File: src/rtl/pipe_hazard_ctrl.sv
// ----------------------------------------------------------------------------
// pipe_hazard_ctrl
// Hazard, stall and forwarding controller for the 5-stage DCPU pipeline.
// It keeps a shadow scoreboard of the destination registers in EX, MEM and
// WB and compares them against the source registers of the instruction in
// ID. A down-counter models a multi-cycle multiplier occupying EX.
//
// Optional feature macro: HAZARD_FWD_EN
//   undefined : no forwarding, every RAW match stalls, fwd selects tied 00
//   defined   : EX/MEM forwarding, stall only on load-use / MUL-use
//
// Ports
//   clk, rst_n            clock, asynchronous active-low reset
//   id_rs / id_rt         ID source registers
//   id_uses_rs/_rt        ID instruction actually reads rs / rt
//   id_waddr, id_write    ID destination register and write enable
//   id_is_lw, id_is_mul   ID instruction is a load / a multiply
//   id_is_jump            jump/branch taken, resolved in ID
//   stall                 hold PC and IF/ID
//   bubble_ex             load a NOP into ID/EX
//   hold_ex               freeze ID/EX and EX (multiplier busy)
//   flush_if              squash the instruction in IF/ID
//   fwd_rs_sel/_rt_sel    00 regfile, 01 EX result, 10 MEM result
//   mul_busy              multiplier still occupying EX
// ----------------------------------------------------------------------------
module pipe_hazard_ctrl #(
    parameter int REG_ADDR_W  = 5,
    parameter int MUL_LATENCY = 3,
    parameter int WB_BYPASS   = 1
) (
    input  logic                  clk,
    input  logic                  rst_n,
    input  logic [REG_ADDR_W-1:0] id_rs,
    input  logic [REG_ADDR_W-1:0] id_rt,
    input  logic                  id_uses_rs,
    input  logic                  id_uses_rt,
    input  logic [REG_ADDR_W-1:0] id_waddr,
    input  logic                  id_write,
    input  logic                  id_is_lw,
    input  logic                  id_is_mul,
    input  logic                  id_is_jump,
    output logic                  stall,
    output logic                  bubble_ex,
    output logic                  hold_ex,
    output logic                  flush_if,
    output logic [1:0]            fwd_rs_sel,
    output logic [1:0]            fwd_rt_sel,
    output logic                  mul_busy
);

    // Counter only needs to reach MUL_LATENCY-1.
    localparam int              CNT_W      = (MUL_LATENCY > 1) ? $clog2(MUL_LATENCY) : 1;
    localparam logic [CNT_W-1:0] MUL_RELOAD = CNT_W'(MUL_LATENCY - 1);
    localparam logic            MUL_MULTI  = (MUL_LATENCY > 1) ? 1'b1 : 1'b0;
    localparam logic            WB_CHECK   = (WB_BYPASS == 0) ? 1'b1 : 1'b0;

    typedef struct packed {
        logic [REG_ADDR_W-1:0] waddr;
        logic                  write;
        logic                  lw;
        logic                  mul;
    } slot_t;

    localparam slot_t BUBBLE = '{waddr: {REG_ADDR_W{1'b0}}, write: 1'b0, lw: 1'b0, mul: 1'b0};

    // A source hazards against a slot only if it is really read, the slot
    // really writes it, and it is not the hard-wired zero register.
    function automatic logic src_match(input logic                  uses,
                                       input logic [REG_ADDR_W-1:0] src,
                                       input slot_t                 slot);
        return uses && slot.write && (slot.waddr == src) && (src != {REG_ADDR_W{1'b0}});
    endfunction

`ifdef HAZARD_FWD_EN
    // Youngest producer wins: EX result takes priority over MEM result.
    function automatic logic [1:0] fwd_pick(input logic ex_m, input logic mem_m);
        logic [1:0] sel;
        if (ex_m) begin
            sel = 2'b01;
        end else if (mem_m) begin
            sel = 2'b10;
        end else begin
            sel = 2'b00;
        end
        return sel;
    endfunction
`endif

    slot_t            ex_q, ex_d, mem_q, mem_d, wb_q, wb_d;
    logic [CNT_W-1:0] cnt_q, cnt_d;
    logic             rs_ex_s, rt_ex_s, rs_mem_s, rt_mem_s, rs_wb_s, rt_wb_s;
    logic             busy_s, haz_s, stall_s;
    logic [1:0]       fwd_rs_s, fwd_rt_s;
    logic             unused_s;

    // Scoreboard comparison and hazard / forwarding decision.
    always_comb begin
        rs_ex_s  = src_match(id_uses_rs, id_rs, ex_q);
        rt_ex_s  = src_match(id_uses_rt, id_rt, ex_q);
        rs_mem_s = src_match(id_uses_rs, id_rs, mem_q);
        rt_mem_s = src_match(id_uses_rt, id_rt, mem_q);
        rs_wb_s  = src_match(id_uses_rs, id_rs, wb_q);
        rt_wb_s  = src_match(id_uses_rt, id_rt, wb_q);
        busy_s   = (cnt_q != {CNT_W{1'b0}});
`ifdef HAZARD_FWD_EN
        // Loads and multi-cycle MULs cannot forward out of EX in time; any
        // EX match on a MUL (busy or its final cycle) therefore stalls.
        haz_s    = ((rs_ex_s | rt_ex_s) & (ex_q.lw | (ex_q.mul & MUL_MULTI)))
                 | (WB_CHECK & (rs_wb_s | rt_wb_s));
        fwd_rs_s = fwd_pick(rs_ex_s, rs_mem_s);
        fwd_rt_s = fwd_pick(rt_ex_s, rt_mem_s);
`else
        haz_s    = rs_ex_s | rt_ex_s | rs_mem_s | rt_mem_s
                 | (WB_CHECK & (rs_wb_s | rt_wb_s));
        fwd_rs_s = 2'b00;
        fwd_rt_s = 2'b00;
`endif
        stall_s  = busy_s | haz_s;
    end

    // Scoreboard advance and multiplier counter next state.
    always_comb begin
        ex_d  = ex_q;
        mem_d = mem_q;
        wb_d  = wb_q;
        cnt_d = cnt_q;
        if (busy_s) begin
            // MUL stays in EX; MEM receives a bubble each busy cycle.
            ex_d  = ex_q;
            mem_d = BUBBLE;
            wb_d  = mem_q;
            cnt_d = cnt_q - CNT_W'(1);
        end else begin
            mem_d = ex_q;
            wb_d  = mem_q;
            if (haz_s) begin
                ex_d  = BUBBLE;
                cnt_d = cnt_q;
            end else begin
                ex_d = '{waddr: id_waddr, write: id_write, lw: id_is_lw, mul: id_is_mul};
                // A MUL entering EX (also straight after another MUL) reloads.
                if (id_is_mul && MUL_MULTI) begin
                    cnt_d = MUL_RELOAD;
                end else begin
                    cnt_d = cnt_q;
                end
            end
        end
    end

    // Scoreboard and counter registers.
    always_ff @(posedge clk or negedge rst_n) begin
        if (!rst_n) begin
            ex_q  <= BUBBLE;
            mem_q <= BUBBLE;
            wb_q  <= BUBBLE;
            cnt_q <= {CNT_W{1'b0}};
        end else begin
            ex_q  <= ex_d;
            mem_q <= mem_d;
            wb_q  <= wb_d;
            cnt_q <= cnt_d;
        end
    end

    // Outputs are forced low while reset is asserted so that an ID-stage
    // jump cannot raise flush_if during reset. Selects are only meaningful
    // when the ID instruction actually issues.
    assign stall      = rst_n & stall_s;
    assign hold_ex    = rst_n & busy_s;
    assign mul_busy   = rst_n & busy_s;
    assign bubble_ex  = rst_n & haz_s & ~busy_s;
    assign flush_if   = rst_n & id_is_jump & ~stall_s;
    assign fwd_rs_sel = (rst_n & ~stall_s) ? fwd_rs_s : 2'b00;
    assign fwd_rt_sel = (rst_n & ~stall_s) ? fwd_rt_s : 2'b00;

    // The lw/mul flags of the WB slot are carried for completeness only.
    assign unused_s = ^{wb_q.lw, wb_q.mul};

endmodule
File: config.mk
export PLATFORM = sky130hd
export DESIGN_NAME = pipe_hazard_ctrl
export DESIGN_NICKNAME = d
export VERILOG_FILES = /design/src/rtl/pipe_hazard_ctrl.sv
export SDC_FILE = /design/constraint.sdc
export NUM_CORES = 1
export LEC_CHECK = 0
export ABC_AREA = 1
export CAP_MARGIN = 20
export CORE_MARGIN = 2
export CORE_UTILIZATION = 40
export CTS_CLUSTER_SIZE = 14
export DETAILED_ROUTE_END_ITERATION = 10
export PLACE_DENSITY = 0.8
export SLEW_MARGIN = 20
export SYNTH_ARGS = -nofsm -noshare
export SYNTH_HDL_FRONTEND = slang
export SYNTH_SLANG_ARGS = --single-unit
File: constraint.sdc
create_clock -name clk -period 1.92 [get_ports clk]
set_input_delay 0.384 -clock clk [delete_from_list [all_inputs] [get_ports clk]]
set_output_delay 0.384 -clock clk [all_outputs]
set_load 0.02 [all_outputs]
==> impl_metrics.prom, run 1 <==
# TYPE chip_impl_metric gauge
chip_impl_metric{name="synth-seq-area-share",unit=""} 0.3222
chip_impl_metric{name="timing.max_cap.violations",unit=""} 0
chip_impl_metric{name="clock-sinks",unit=""} 14
chip_impl_metric{name="grt_pass1_vias",unit=""} 1047
chip_impl_metric{name="clock.fmax",unit="MHz"} 502.9
chip_impl_metric{name="avgViaCountPerCell",unit=""} 4.346
chip_impl_metric{name="report.final.setup_viol",unit=""} 3
chip_impl_metric{name="placed_cell_area",unit="µm²"} 1505
chip_impl_metric{name="synth-edff-count",unit=""} 0
chip_impl_info{name="status",value="finished with violations"} 1
chip_impl_info{name="synth_largest_area_cell",value="dfrtp_1"} 1
chip_impl_info{name="slowest_stage",value="dfrtp_1"} 1
chip_impl_info{name="unrepaired_setup_endpoints_after_global_routing",value="yes"} 1
chip_impl_metric{name="nNetsFinal",unit=""} 262
chip_impl_metric{name="dr_total_vias",unit=""} 1156
chip_impl_info{name="post_synth_main_area_contributors",value="dfrtp_1 (32%), nand2_1 (30%), inv_1 (12%), nor2_1 (5.9%), nand3_1 (5.1%)"} 1
chip_impl_info{name="worst_path_dominant_cell_family",value="simple AND/OR/NAND/NOR gates"} 1
chip_impl_metric{name="tcrit_tclk_final",unit=""} 1.036
chip_impl_metric{name="global_placement_routability_congestion",unit=""} 0.8858
chip_impl_metric{name="yosysWarnings",unit=""} 0
chip_impl_metric{name="postSynthCellCount",unit=""} 185
chip_impl_metric{name="fin_worst_skew",unit="ns"} 0.002156
chip_impl_metric{name="buffer_ports.inserted",unit=""} 26
chip_impl_metric{name="drive_above_1_share",unit=""} 0.2161
chip_impl_metric{name="globalRoute.totalOverflow",unit=""} 0
chip_impl_metric{name="static-leakage-power",unit="µW"} 0.0009762
chip_impl_metric{name="antenna_violating_nets_post_route",unit=""} 0
chip_impl_metric{name="worst_supply_voltage_drop_on_vdd",unit="mV"} 0.9588
chip_impl_metric{name="power",unit="µW"} 1812
chip_impl_metric{name="timing.final.crit_period",unit="ns"} 1.988
chip_impl_metric{name="core_area",unit="µm²"} 2522
chip_impl_metric{name="floorplan.initialDensity",unit=""} 0.4311
chip_impl_metric{name="cp_bufs_invs",unit=""} 3
chip_impl_metric{name="report.final.hold_viol_count",unit=""} 0
chip_impl_metric{name="postLayoutCoreUtil",unit=""} 0.6225
chip_impl_metric{name="layoutNonFillerInstCount",unit=""} 266
chip_impl_metric{name="final_max_slew_viol_count",unit=""} 0
chip_impl_metric{name="die_x",unit="µm"} 56.14
chip_impl_metric{name="grt_max_degree",unit=""} 9
chip_impl_metric{name="grt_pass1_wl",unit="µm"} 4209
chip_impl_metric{name="crit_fanout",unit=""} 4
chip_impl_info{name="post-synth-top-count-cell",value="nand2_1"} 1
chip_impl_metric{name="regArea",unit="µm²"} 350.3
chip_impl_metric{name="worst_ep_arrival_time",unit="ns"} 1.60
chip_impl_metric{name="required",unit="ns"} 1.54
chip_impl_metric{name="area_growth_syn_to_layout",unit="%"} 44.42
chip_impl_metric{name="initial_antenna_violation_count",unit=""} 0
chip_impl_info{name="postSynth.topFlopCell",value="dfrtp_1"} 1
chip_impl_info{name="min_delay_worst_type",value="flop to flop"} 1
chip_impl_metric{name="multi_input_area",unit="µm²"} 588.1
chip_impl_metric{name="finalHoldWorstSlack",unit="ns"} 0.5283
chip_impl_metric{name="place_inst",unit=""} 258
chip_impl_metric{name="postLayoutSetupSlackWorst",unit="ns"} -0.06833
chip_impl_metric{name="synth.cell_area",unit="µm²"} 1087
chip_impl_metric{name="cts_buffer_depth",unit=""} 2
chip_impl_metric{name="yosys_register_bits",unit=""} 14
chip_impl_metric{name="top_level_ports",unit=""} 32
chip_impl_metric{name="groute.usage.overall",unit=""} 0.1682
chip_impl_metric{name="fillerInstances",unit=""} 216
chip_impl_metric{name="drt-pass1-iter-count",unit=""} 4
chip_impl_metric{name="powerDensity",unit="nW/µm²"} 1154
chip_impl_metric{name="cts.hold.buffers_added",unit=""} 0
chip_impl_metric{name="drc",unit=""} 0
chip_impl_metric{name="drt-initial-drc-count",unit=""} 19
chip_impl_metric{name="cts.reportedPaths.clkPinSlew",unit="ns"} 0.08
chip_impl_metric{name="placementRows",unit=""} 18
chip_impl_info{name="root_buffer",value="clkbuf_4"} 1
chip_impl_metric{name="syn_avg_cell_area",unit="µm²"} 5.877
chip_impl_metric{name="place.detailed.hpwl",unit="µm"} 1874
chip_impl_info{name="cts_tree",value="built"} 1
chip_impl_metric{name="wl_per_cell",unit="µm"} 9.365
chip_impl_info{name="startpoint_type",value="flop"} 1
chip_impl_metric{name="insertedDiodeCount",unit=""} 0
chip_impl_info{name="ys_top_cells_by_count",value="nand2_1 (88), inv_1 (34), nor2_1 (17)"} 1
chip_impl_info{name="violations",value="negative setup slack"} 1
chip_impl_metric{name="die_height",unit="µm"} 56.14
chip_impl_metric{name="cts_htree_levels",unit=""} 1
chip_impl_metric{name="synth.lib_cells_used.distinct",unit=""} 18
chip_impl_metric{name="cts_inserted_buffers",unit=""} 3
chip_impl_metric{name="worstSkewPairLatency",unit="ns"} 0.28
chip_impl_info{name="timing.critical_path.cells",value="xor2_1 -> nor2_1 -> nand3_1 -> nand2_1 -> nand2_2 -> nand2_4 -> nor2_8 -> inv_4 -> nand2_2 -> inv_2 -> buf_6"} 1
chip_impl_info{name="worst_setup_path_end_kind",value="output port"} 1
chip_impl_metric{name="finish.instance_area",unit="µm²"} 1570
chip_impl_metric{name="critPathMaxStageDelay",unit="ns"} 0.42
chip_impl_metric{name="asyncSetResetFlopFracSynth",unit=""} 1.000
chip_impl_info{name="setup.worst_path.class",value="flop to output port"} 1
chip_impl_metric{name="wirelength",unit="µm"} 2491
chip_impl_metric{name="die_area",unit="µm²"} 3151
chip_impl_metric{name="synthDominantCellAreaShare",unit=""} 0.3222
chip_impl_info{name="crit_top_cell",value="nand2_2"} 1
## area by class of cell
type | count | area share
Multi-Input combinational cell | 132 | 0.3745
Clock buffer | 4 | 0.02311
Inverter | 36 | 0.08765
Timing Repair Buffer | 50 | 0.2677
Tap cell | 30 | 0.02390
Sequential cell | 14 | 0.2231
## layout by cell type (no fill, tap or decap), drive strengths merged
cell type	instances
inv	36
dlygate4sd2	11
clkdlybuf4s50	9
nor2	19
nand2	91
conb	4
and3	1
buf	27
ha	2
nor3	2
xor2	1
clkdlybuf4s15	1
dfrtp	14
nand3	11
or2	1
clkbuf	6
## routing by layer
metal	routed length, µm	track usage
met3	106	0.02326
met1	1097	0.2061
met4	58	0.09184
met2	1228	0.2824
met5	0	0
## sequential cells by signal (all words and copies together) (netlist names)
signal  count
mem_q       6
cnt_q       2
ex_q        6
## timing repair
action,CTS,global route
gates resized for setup,35,14
pin swaps,10,10
buffers inserted,2,2
endpoints found under the setup margin,5,5
## tightest hold or removal path: cells and delay by family (launching register included)
| family | cells | cell delay (ns) |
|---|---|---|
| flops | 1 | 0.35 |
| simple gates | 2 | 0.15 |
## stage by stage
stage | setup slack (ns) | TNS [ns]
2_1_floorplan | 0.1996 | 0
3_3_place_gp | -0.7859 | -2.963
3_5_place_dp | -0.7917 | -3.036
4_1_cts | -0.1142 | -0.2941
5_1_grt | -0.2103 | -0.5909
6_report | -0.06833 | -0.1839
## final timing paths
check	from	endpoint	slack, ns	depth (start not counted)
max in group asynchronous	rst_n	mem_q[2]$_DFF_PN0_	1.16	2
worst max register to register	ex_q[5]$_DFFE_PN0P_	cnt_q[1]$_DFFE_PN0P_	0.40	10
min in group asynchronous	rst_n	ex_q[5]$_DFFE_PN0P_	0.59	2
worst min-delay path	cnt_q[0]$_DFFE_PN0P_	cnt_q[0]$_DFFE_PN0P_	0.53	2
worst max-delay path	ex_q[5]$_DFFE_PN0P_	stall	-0.07	11
worst min register to register	cnt_q[0]$_DFFE_PN0P_	cnt_q[0]$_DFFE_PN0P_	0.53	2
## power breakdown
| part | switching (µW) | leakage (µW) | internal (µW) |
|---|---|---|---|
| registers | 113 | 0.000179 | 431 |
| logic | 583 | 0.000777 | 474 |
| clock network | 95.3 | 0.0000210 | 115 |
## kinds of logic after synthesis
family	count (synthesis)	share of synthesized area
fa+ha+maj	2	0.02301
buf+inv	42	0.1623
simple gates	125	0.4810
other cells	1	0.003449
xor+xnor	1	0.008057
flops	14	0.3222
Note: power is estimated with default switching activity, not from simulation.
==> run 2, diff against run 1 <==
CORE_UTILIZATION = 30   (was 40)
PLACE_DENSITY = 0.66   (was 0.8)
==> impl_metrics.prom, run 2 (synthesized netlist as in run 1, its figures left out) <==
# TYPE chip_impl_metric gauge
chip_impl_metric{name="crit_fanout",unit=""} 4
chip_impl_info{name="startpoint_type",value="flop"} 1
chip_impl_metric{name="fin_worst_skew",unit="ns"} 0.004475
chip_impl_info{name="critical_path.reg2reg.startpoint",value="cnt_q[0]$_DFFE_PN0P_"} 1
chip_impl_metric{name="powerDensity",unit="nW/µm²"} 1149
chip_impl_metric{name="reg2reg_setup_slack",unit="ns"} 0.43
chip_impl_metric{name="wl_per_cell",unit="µm"} 9.099
chip_impl_metric{name="wirelength",unit="µm"} 2575
chip_impl_metric{name="cts.reportedPaths.clkPinSlew",unit="ns"} 0.08
chip_impl_metric{name="tcrit_tclk_final",unit=""} 1.054
chip_impl_metric{name="dp_slack",unit="ns"} -0.8056
chip_impl_metric{name="required",unit="ns"} 1.54
chip_impl_metric{name="drive_above_1_share",unit=""} 0.2110
chip_impl_metric{name="timing.max_cap.violations",unit=""} 0
chip_impl_metric{name="final_max_slew_viol_count",unit=""} 0
chip_impl_metric{name="cts.hold.buffers_added",unit=""} 0
chip_impl_info{name="worst_r2r_endpoint",value="cnt_q[1]$_DFFE_PN0P_"} 1
chip_impl_info{name="layout.cells.most_common_list",value="nand2_1 (88), inv_1 (29), buf_4 (25)"} 1
chip_impl_info{name="setup.worst_path.class",value="flop to output port"} 1
chip_impl_metric{name="avgViaCountPerCell",unit=""} 4.131
chip_impl_metric{name="static-leakage-power",unit="µW"} 0.0009813
chip_impl_metric{name="floorplan.initialDensity",unit=""} 0.3183
chip_impl_metric{name="global_placement_routability_congestion",unit=""} 0.8325
chip_impl_metric{name="timing.final.crit_period",unit="ns"} 2.024
chip_impl_metric{name="finalHoldWorstSlack",unit="ns"} 0.5087
chip_impl_metric{name="dr_total_vias",unit=""} 1169
chip_impl_metric{name="die_x",unit="µm"} 64.20
chip_impl_info{name="unrepaired_setup_endpoints_after_global_routing",value="yes"} 1
chip_impl_metric{name="worst_ep_arrival_time",unit="ns"} 1.64
chip_impl_metric{name="fillerInstances",unit=""} 378
chip_impl_info{name="violations",value="negative setup slack"} 1
chip_impl_metric{name="tns",unit="ns"} -0.2363
chip_impl_info{name="status",value="finished with violations"} 1
chip_impl_metric{name="worstSkewPairLatency",unit="ns"} 0.28
chip_impl_metric{name="place.detailed.hpwl",unit="µm"} 2008
chip_impl_metric{name="cts_inserted_buffers",unit=""} 3
chip_impl_metric{name="worst_supply_voltage_drop_on_vdd",unit="mV"} 0.7118
chip_impl_metric{name="top_level_ports",unit=""} 32
chip_impl_metric{name="insertedDiodeCount",unit=""} 0
chip_impl_metric{name="groute.usage.overall",unit=""} 0.1372
chip_impl_metric{name="cts_htree_levels",unit=""} 1
chip_impl_info{name="root_buffer",value="clkbuf_4"} 1
chip_impl_info{name="min_delay_worst_type",value="input pin to async pin"} 1
chip_impl_metric{name="buffer_ports.inserted",unit=""} 26
chip_impl_metric{name="globalRoute.totalOverflow",unit=""} 0
chip_impl_metric{name="placementRows",unit=""} 21
chip_impl_metric{name="die_area",unit="µm²"} 4122
chip_impl_metric{name="nNetsFinal",unit=""} 263
chip_impl_metric{name="die_height",unit="µm"} 64.20
chip_impl_info{name="layout_commonest_cell",value="nand2_1"} 1
chip_impl_metric{name="report.final.hold_viol_count",unit=""} 0
chip_impl_metric{name="drt-initial-drc-count",unit=""} 77
chip_impl_metric{name="clock-sinks",unit=""} 14
chip_impl_metric{name="grt_max_degree",unit=""} 13
chip_impl_metric{name="drc",unit=""} 0
chip_impl_metric{name="clock.fmax",unit="MHz"} 494.2
chip_impl_info{name="cts_tree",value="built"} 1
chip_impl_metric{name="r2r.worst_path.cells",unit=""} 7
chip_impl_metric{name="initial_antenna_violation_count",unit=""} 0
chip_impl_metric{name="drt-pass1-iter-count",unit=""} 4
chip_impl_metric{name="report.final.setup_viol",unit=""} 3
chip_impl_metric{name="grt_pass1_vias",unit=""} 1116
chip_impl_metric{name="cts_buffer_depth",unit=""} 2
chip_impl_metric{name="core_area",unit="µm²"} 3416
chip_impl_metric{name="postLayoutCoreUtil",unit=""} 0.4641
chip_impl_metric{name="grt_pass1_wl",unit="µm"} 4485
chip_impl_metric{name="postLayoutSetupSlackWorst",unit="ns"} -0.1035
chip_impl_metric{name="area_growth_syn_to_layout",unit="%"} 45.80
chip_impl_metric{name="antenna_violating_nets_post_route",unit=""} 0
chip_impl_info{name="worst_setup_path_end_kind",value="output port"} 1
chip_impl_info{name="regs_by_ff_count",value="ex_q x6, mem_q x6, cnt_q x2"} 1
[run 2: worst max path at each step]
stage | start | end
after global routing | ex_q[7]$_DFFE_PN0P_ | stall
after floorplan | cnt_q[0]$_DFFE_PN0P_ | mul_busy
final | ex_q[4]$_DFFE_PN0P_ | stall
after CTS | ex_q[5]$_DFFE_PN0P_ | stall
after global placement | id_rs[3] | stall
after detailed placement | id_rs[3] | stall
[run 2: area by class of cell]
cell class,count,area (µm²),area share
multi-input combinational,132,578.1,0.3646
timing repair buffer,51,426.7,0.2691
sequential,14,351.6,0.2218
tap,46,57.56,0.03631
clock buffer,4,36.28,0.02289
inverter,36,135.1,0.08524
[run 2: where the power goes]
| group | total, µW | internal (µW) | switching, µW |
|---|---|---|---|
| clock | 212 | 116 | 96.8 |
| sequential | 552 | 433 | 120 |
| combinational | 1060 | 491 | 566 |
[run 2: what timing repair did]
item                                    CTS  global route
gates resized for setup                  37             7
endpoints found under the setup margin    5             5
setup buffers                             2             3
pin swaps                                 8             5
[run 2: worst max-delay path, stage by stage (launching register included)]
cell	delay, ns
dfrtp_2	0.45
nand2_1	0.08
nand2_1	0.06
nor2_2	0.11
nand3_1	0.08
nand2_1	0.08
nand2_2	0.09
nand2_4	0.11
nor2_8	0.04
inv_2	0.06
nand2_1	0.04
inv_1	0.07
buf_6	0.11
[run 2: per-layer routing]
layer  vias up  GRT usage  wire, µm
met5         -          0         0
met4         0    0.06383        47
met3         5    0.02465       175
met2        33     0.2188      1147
met1       501     0.1792      1205
li1        630          -         -
[run 2: metrics by stage]
stage	area [µm²]	power, µW	instances
after floorplan	1099	1150	188
after global placement	1525	1569	274
after detailed placement	1525	1587	274
after CTS	1569	1828	280
after global routing	1585	2022	283
final	1585	1822	283
